$ cat src/rtl/fifo_reader_pkg.sv
// Shared encoding for the capture-FIFO drain state machine.
package fifo_reader_pkg;

  localparam int STATE_W = 3;

  typedef enum logic [STATE_W-1:0] {
    ST_IDLE    = 3'd0,
    ST_POP     = 3'd1,
    ST_CAPTURE = 3'd2,
    ST_OUTPUT  = 3'd3,
    ST_PAUSE   = 3'd4
  } state_t;

endpackage

$ cat src/rtl/stream_out_reg.sv
// Output holding register for the reader stream: captures a word and its
// last flag on load, keeps them stable until the downstream handshake.
//
// Handshake: a word transfers on the rising edge where o_valid && i_ready.
// o_valid stays high and data/last stay stable until that edge; the
// upstream never drops a presented word.
module stream_out_reg #(
  parameter int DATA_WIDTH = 32
) (
  input  logic                  i_clk,
  input  logic                  i_rst,
  input  logic                  i_load,
  input  logic [DATA_WIDTH-1:0] i_data,
  input  logic                  i_last,
  input  logic                  i_ready,
  output logic [DATA_WIDTH-1:0] o_data,
  output logic                  o_valid,
  output logic                  o_last
);

  logic [DATA_WIDTH-1:0] r_data;
  logic                  r_last;
  logic                  r_valid;

  // Load a new word, or retire the current one on handshake.
  always_ff @(posedge i_clk or posedge i_rst) begin
    if (i_rst) begin
      r_data  <= '0;
      r_last  <= 1'b0;
      r_valid <= 1'b0;
    end else if (i_load) begin
      r_data  <= i_data;
      r_last  <= i_last;
      r_valid <= 1'b1;
    end else if (r_valid && i_ready) begin
      r_valid <= 1'b0;
    end
  end

  assign o_data  = r_data;
  assign o_valid = r_valid;
  assign o_last  = r_last && r_valid;

endmodule

$ cat src/rtl/fifo_stream_reader.sv
// Drain side of the capture FIFO. Issues one pop strobe per word, samples
// the FIFO output buffer the cycle after the pop, and presents each word on
// a valid/ready stream. A burst starts on FIFO full or a latched flush and
// ends once the FIFO reports its last word popped (or FIFO_SIZE pops).
module fifo_stream_reader
  import fifo_reader_pkg::*;
#(
  parameter int DATA_WIDTH  = 32,
  parameter int FIFO_SIZE   = 8,
  parameter int COUNT_WIDTH = 16
) (
  input  logic                   clock,
  input  logic                   clear,
  input  logic                   enable,
  input  logic                   flush,
  input  logic                   fifo_ready,
  input  logic [DATA_WIDTH-1:0]  fifo_data,
  input  logic                   fifo_popped_last,
  input  logic                   fifo_pushed_last,
  output logic                   fifo_pop,
  output logic [DATA_WIDTH-1:0]  out_data,
  output logic                   out_valid,
  input  logic                   out_ready,
  output logic                   out_last,
  output logic                   busy,
  output logic                   burst_done,
  output logic [COUNT_WIDTH-1:0] words_read,
  output logic                   sync_error
);

  state_t                 r_state;
  state_t                 w_next;
  logic                   r_flush_pending;
  logic                   r_burst_done;
  logic                   r_sync_error;
  logic [COUNT_WIDTH-1:0] r_words_read;

  logic w_go;
  logic w_start;
  logic w_empty_flush;
  logic w_at_limit;
  logic w_load;
  logic w_handshake;
  logic w_out_valid;
  logic w_out_last;

  assign w_go          = enable && fifo_ready;
  assign w_start       = w_go && !fifo_popped_last && (fifo_pushed_last || r_flush_pending);
  // A flush that finds the FIFO already empty completes without popping.
  assign w_empty_flush = r_flush_pending && fifo_popped_last;
  assign w_at_limit    = (r_words_read == COUNT_WIDTH'(FIFO_SIZE));
  assign w_load        = (r_state == ST_CAPTURE);
  assign w_handshake   = w_out_valid && out_ready;

  // Next-state selection; the word in OUTPUT always finishes its handshake.
  always_comb begin
    w_next = r_state;
    case (r_state)
      ST_IDLE:    if (w_start) w_next = ST_POP;
      ST_POP:     w_next = ST_CAPTURE;
      ST_CAPTURE: w_next = ST_OUTPUT;
      ST_OUTPUT: begin
        if (w_handshake) begin
          if (w_out_last) w_next = ST_IDLE;
          else if (w_go)  w_next = ST_POP;
          else            w_next = ST_PAUSE;
        end
      end
      ST_PAUSE:   if (w_go) w_next = ST_POP;
      default:    w_next = ST_IDLE;
    endcase
  end

  // State register.
  always_ff @(posedge clock or posedge clear) begin
    if (clear) r_state <= ST_IDLE;
    else       r_state <= w_next;
  end

  // Flush latch: only meaningful in IDLE, dropped as soon as it is consumed.
  always_ff @(posedge clock or posedge clear) begin
    if (clear)                          r_flush_pending <= 1'b0;
    else if (r_state != ST_IDLE)        r_flush_pending <= 1'b0;
    else if (w_start || w_empty_flush)  r_flush_pending <= 1'b0;
    else if (flush)                     r_flush_pending <= 1'b1;
  end

  // Burst word counter, cleared at burst start, saturating on pop.
  always_ff @(posedge clock or posedge clear) begin
    if (clear) begin
      r_words_read <= '0;
    end else if (r_state == ST_IDLE && (w_start || w_empty_flush)) begin
      r_words_read <= '0;
    end else if (r_state == ST_POP && r_words_read != '1) begin
      r_words_read <= r_words_read + COUNT_WIDTH'(1);
    end
  end

  // End-of-burst pulse and sticky FIFO desynchronisation flag.
  always_ff @(posedge clock or posedge clear) begin
    if (clear) begin
      r_burst_done <= 1'b0;
      r_sync_error <= 1'b0;
    end else begin
      r_burst_done <= (r_state == ST_IDLE && w_empty_flush) ||
                      (r_state == ST_OUTPUT && w_handshake && w_out_last);
      if (r_state == ST_CAPTURE && w_at_limit && !fifo_popped_last)
        r_sync_error <= 1'b1;
    end
  end

  stream_out_reg #(
    .DATA_WIDTH (DATA_WIDTH)
  ) u_out (
    .i_clk   (clock),
    .i_rst   (clear),
    .i_load  (w_load),
    .i_data  (fifo_data),
    .i_last  (fifo_popped_last || w_at_limit),
    .i_ready (out_ready),
    .o_data  (out_data),
    .o_valid (w_out_valid),
    .o_last  (w_out_last)
  );

  assign fifo_pop   = (r_state == ST_POP);
  assign busy       = (r_state != ST_IDLE);
  assign out_valid  = w_out_valid;
  assign out_last   = w_out_last;
  assign burst_done = r_burst_done;
  assign words_read = r_words_read;
  assign sync_error = r_sync_error;

endmodule

$ cat config.mk
export PLATFORM = sky130hd
export DESIGN_NAME = fifo_stream_reader
export DESIGN_NICKNAME = d
export VERILOG_FILES = /design/src/rtl/fifo_reader_pkg.sv /design/src/rtl/stream_out_reg.sv /design/src/rtl/fifo_stream_reader.sv
export SDC_FILE = /design/constraint.sdc
export NUM_CORES = 1
export LEC_CHECK = 0
export CORE_ASPECT_RATIO = 0.7
export CORE_UTILIZATION = 29
export DETAILED_ROUTE_END_ITERATION = 16
export GPL_TIMING_DRIVEN = 1
export MAX_ROUTING_LAYER = met4
export PLACE_DENSITY = 0.52
export REMOVE_ABC_BUFFERS = 1
export SETUP_SLACK_MARGIN = 0.1
export SLEW_MARGIN = 20
export SYNTH_ARGS = -nofsm -noshare
export SYNTH_HDL_FRONTEND = slang
export SYNTH_SLANG_ARGS = --single-unit
$ cat constraint.sdc
create_clock -name clock -period 4.9 [get_ports clock]
set_input_delay 1.47 -clock clock [delete_from_list [all_inputs] [get_ports clock]]
set_output_delay 1.47 -clock clock [all_outputs]
set_load 0.01 [all_outputs]
Yosys cells after proc, flatten, opt, wreduce, memory -nomap -nowiden --
Cells that the tools add are included. Widths: inputs -> output; s select.
Operators by class: reduce and logical (&&, ||, !) cells 24, div/mod/pow operators 0, multipliers 0, shifts and indexed selects 0, add/sub/neg operators 1, multiplexer cells 13, equal/unequal tests 9, bitwise gates (word level) 0, order comparisons 0
Operators with widths (number):
- $mux 16 | 2
- $add 16x1->16 const B | 1
- $eq 16x4->1 const B | 1
- $ne 16x16->1 const B | 1
- $mux 3 | 5
- $pmux 3 s5 | 1
- $logic_and 1x1->1 | 13
- $eq 3x2->1 const B | 2
- $ne 2x2->1 const B | 3
- $reduce_bool 3->1 | 2
- $mux 1 | 5
- $logic_or 1x1->1 | 4
- $reduce_bool 2->1 | 2
- $eq 3x1->1 const B | 1
- $eq 3x3->1 const B | 1
- $logic_not 3->1 | 1
- $reduce_and 3->1 | 1
- $logic_not 1->1 | 1
Word-level totals: bits in writable memories 0, output and inout bits 54, bits in read-only memories 0, bits in latches 0, bits of input ports 40, memories 0, flip-flop bits (word level) 56

Longest topological paths before layout --
depth in word-level cells 6, depth in mapped cells 6, mapped depth without buffers 5

Cells and area by module --
From an unflattened synthesis, not the netlist that was laid out.
Unflattened totals: cells, all modules 215, area, all modules 2782.7 um^2
Modules (own cells, without submodules):
- stream_out_reg | cells an instance 75, area an instance 1423.9 um^2, times used 1
- fifo_stream_reader | cells an instance 140, area an instance 1358.8 um^2, times used 1

Worst setup path after synthesis --
No wires, ideal clock.
path kind register to output, from register r_state[1], to output port fifo_pop, path slack 2.286 ns, buffers on the path 1, required time 3.430 ns, arrival time 1.144 ns, stages on the path, launching flop included 4, cells stage by stage dfrtp_1 -> clkbuf_1 -> or3b_2 -> clkinv_1
On the way: cells in the longest elaborated chain, start to end 1
Ends and longest elaborated chain:
- from (decl) | RTL line fifo_stream_reader.sv:31 | state_t r_state;
- from (signal assigned) | RTL line fifo_stream_reader.sv:77 | else r_state <= w_next;
- $eq 3x1->1 | RTL line fifo_stream_reader.sv:126 | assign fifo_pop = (r_state == ST_POP);
- to (decl) | RTL line fifo_stream_reader.sv:20 | output logic fifo_pop,
No other way between the ends.

Final worst setup path --
from register r_state[2], to output port fifo_pop
The elaborated chain is that of the path after synthesis.

==> run_results.csv <==
group,metric,value,unit
layout,fill_cells,854,
layout,syn_to_final_growth,46.1,%
grt,antenna_found_initial,0,
yosys,avgSynthCellArea,8.96,um2
yosys,synth_edf_count,0,
setup_path,required,3430,ps
yosys,synthCells,297,
clock_tree,worst_skew_pair.late_latency,300,ps
yosys,synth_seq_cells,56,
grt,grt_pass1_vias,2334,
worst_hold_path,holdCritStartpoint,"u_out.o_data[30]",
layout,seqCellArea,0.00140,mm2
yosys,yosysWarnings,0,
clock_tree,post_cts_resized,0,
place,portBuffers,93,
clock_tree,cts_htree_levels,2,
yosys,yosys-top-cells-area,"dfrtp_1 53%, nand2_1 16%, inv_1 2.0%",
yosys,ys_seq_area_share,52.6,%
routing,vias_per_cell,4.79,
power,power_density,579,mW/mm2
routing,drc,0,
floorplan,fp.dieW,117,um
yosys,synth_ff_type,"dfrtp_1",
yosys,synthArstFlopShare,100,%
clock_tree,numCtsBuffers,5,
floorplan,dieArea,0.00957,mm2
setup_path,reg2reg_from,"words_read[1]",
power,worst_ir_drop_vdd,0.245,mV
yosys,yosysMostFrequentCell,"nand2_1",
run,drv_cap,0,
timing,slew_violations,0,
yosys,synth.largest_area_cell,"dfrtp_1",
setup_path,arrival,2220,ps
clock_tree,clkTransAtPathRegs,70,ps
timing,hold_slack,474,ps
timing,fin_tns_setup,0,ps
layout,drive_above_1_share,5.90,%
power,p_leak,1.73,nW
grt,grt_max_degree,39,
timing,max_slew.worst_pin.slew,807,ps
yosys,synthesis.area,0.00266,mm2
routing,ant_nets,0,
floorplan,start_util,30.6,%
clock_tree,clockBufferDepth,2,
timing,fin_crit_sh,75.4,%
floorplan,dieHeight,82.2,um
timing,fmax,0.271,GHz
layout,multi_input_area,0.00115,mm2
power,total_power,2.25,mW
grt,grt_overflow_total,0,
clock_tree,post_cts_buffers,0,
setup_path,critical_path.startpoint_type,"flip-flop",
routing,wl,7410,um
place,gp_congestion,0.847,
routing,first_pass_iters,4,
timing,rsz0062_at_grt,"false",
setup_path,critPathKind,"reg2out",
clock_tree,ctsHoldBuffers,0,
outcome,status,"complete, no violations",
grt,grtUsageTotal,17.0,%
floorplan,rows,28,
floorplan,coreArea,0.00869,mm2
clock_tree,clock_sinks,56,
floorplan,io_pins,94,
yosys,synth.top_cells.by_count,"112 x nand2_1, 56 x dfrtp_1, 14 x inv_1",
setup_path,endpoint_kind,"output port",
routing,wl_per_cell,14.5,um
routing,via_count,2443,
yosys,yosysTopAreaCellShare,52.6,%
timing,setup_viol,0,
routing,first_iter_violations,110,
grt,grt_pass1_wl,11900,um
setup_path,crit_fanout,13,
timing,fin_crit,3690,ps
clock_tree,tritoncts,"done",
timing,slew_headroom,46.1,%
setup_path,worstSetupStartpoint,"r_state[2]",
clock_tree,root_buffer,"clkbuf_16",
worst_hold_path,hp-class,"reg2reg",
timing,hold_viol,0,
timing,skew,6.47,ps
layout,final_nets,431,
layout,antenna_cells,0,
yosys,synth_cell_types,52,
place,dpl.hpwl,5420,um
final cells by class:
cell class	count	area share, %
Sequential cell	56	36.0
Multi-Input combinational cell	214	29.5
Timing Repair Buffer	97	24.7
Tap cell	120	3.86
Clock buffer	5	3.22
Inverter	15	1.45
Clock inverter	3	1.22
cell usage in the layout, fill, tap and decap left out, types with 5 or more instances in the layout:
cell type,instances
clkbuf_16,5
clkdlybuf4s50_1,93
dfrtp_1,56
inv_1,13
nand2_1,112
nand3_1,8
nand4_1,7
nor2_1,7
nor4_1,7
o211ai_1,6
o21ai_0,9
power breakdown:
group / internal [mW] / total [mW] / switching (mW) / leakage, nW
sequential: 0.660 / 0.849 / 0.189 / 0.710
clock: 0.243 / 0.413 / 0.170 / 0.0840
combinational: 0.518 / 0.990 / 0.472 / 0.934
per-layer routing:
| layer | vias to the layer above | global-route usage, % | routed length (um) |
|---|---|---|---|
| li1 | 1192 | - | - |
| met1 | 1175 | 22.7 | 3630 |
| met2 | 65 | 25.9 | 3350 |
| met3 | 11 | 3.28 | 332 |
| met4 | 0 | 5.77 | 96 |
| met5 | - | - | 0 |
cell families after synthesis:
kind of cell / after synthesis / synth area share (%)
and+or+nand+nor: 166 / 29.7
AOI/OAI and AO/OA: 39 / 10.1
muxes: 3 / 1.13
xor gates and xnor gates: 4 / 1.32
DFF: 56 / 52.6
buffers and inverters: 27 / 4.18
adders and majority gates: 2 / 0.940
worst paths after layout:
| check | endpoint | slack (ps) | depth (start not counted) |
|---|---|---|---|
| worst min register to register | u_out.o_data[30] | 470 | 2 |
| worst max-delay path | fifo_pop | 1210 | 3 |
| worst max register to register | words_read[5] | 2690 | 5 |
| worst min-delay path | u_out.o_data[30] | 470 | 2 |
| max in group asynchronous | u_out.o_data[24] | 2490 | 3 |
| min in group asynchronous | words_read[10] | 1650 | 2 |
registers in the layout, indices dropped and copies added (netlist names):
register         cells
u_out.o_data        32
u_out.o_valid        1
sync_error           1
r_state              3
burst_done           1
words_read          16
r_flush_pending      1
u_out.r_last         1
worst max-delay path, stage by stage, from the launching register on:
cell,delay (ps)
dfrtp_1,460
or3b_2,640
clkinv_1,250
clkdlybuf4s50_1,580
metrics by stage:
stage                     cell area [um2]  setup slack, ps  cells  utilization, %
after global routing                 3890             1130    510            44.8
after global placement               3720             1550    502            42.8
after CTS                            3890             1200    510            44.8
after detailed placement             3720             1540    502            42.8
after floorplan                      2610             2060    285               -
final                                3890             1210    510            44.8
Power figures use the tool's default switching activity.
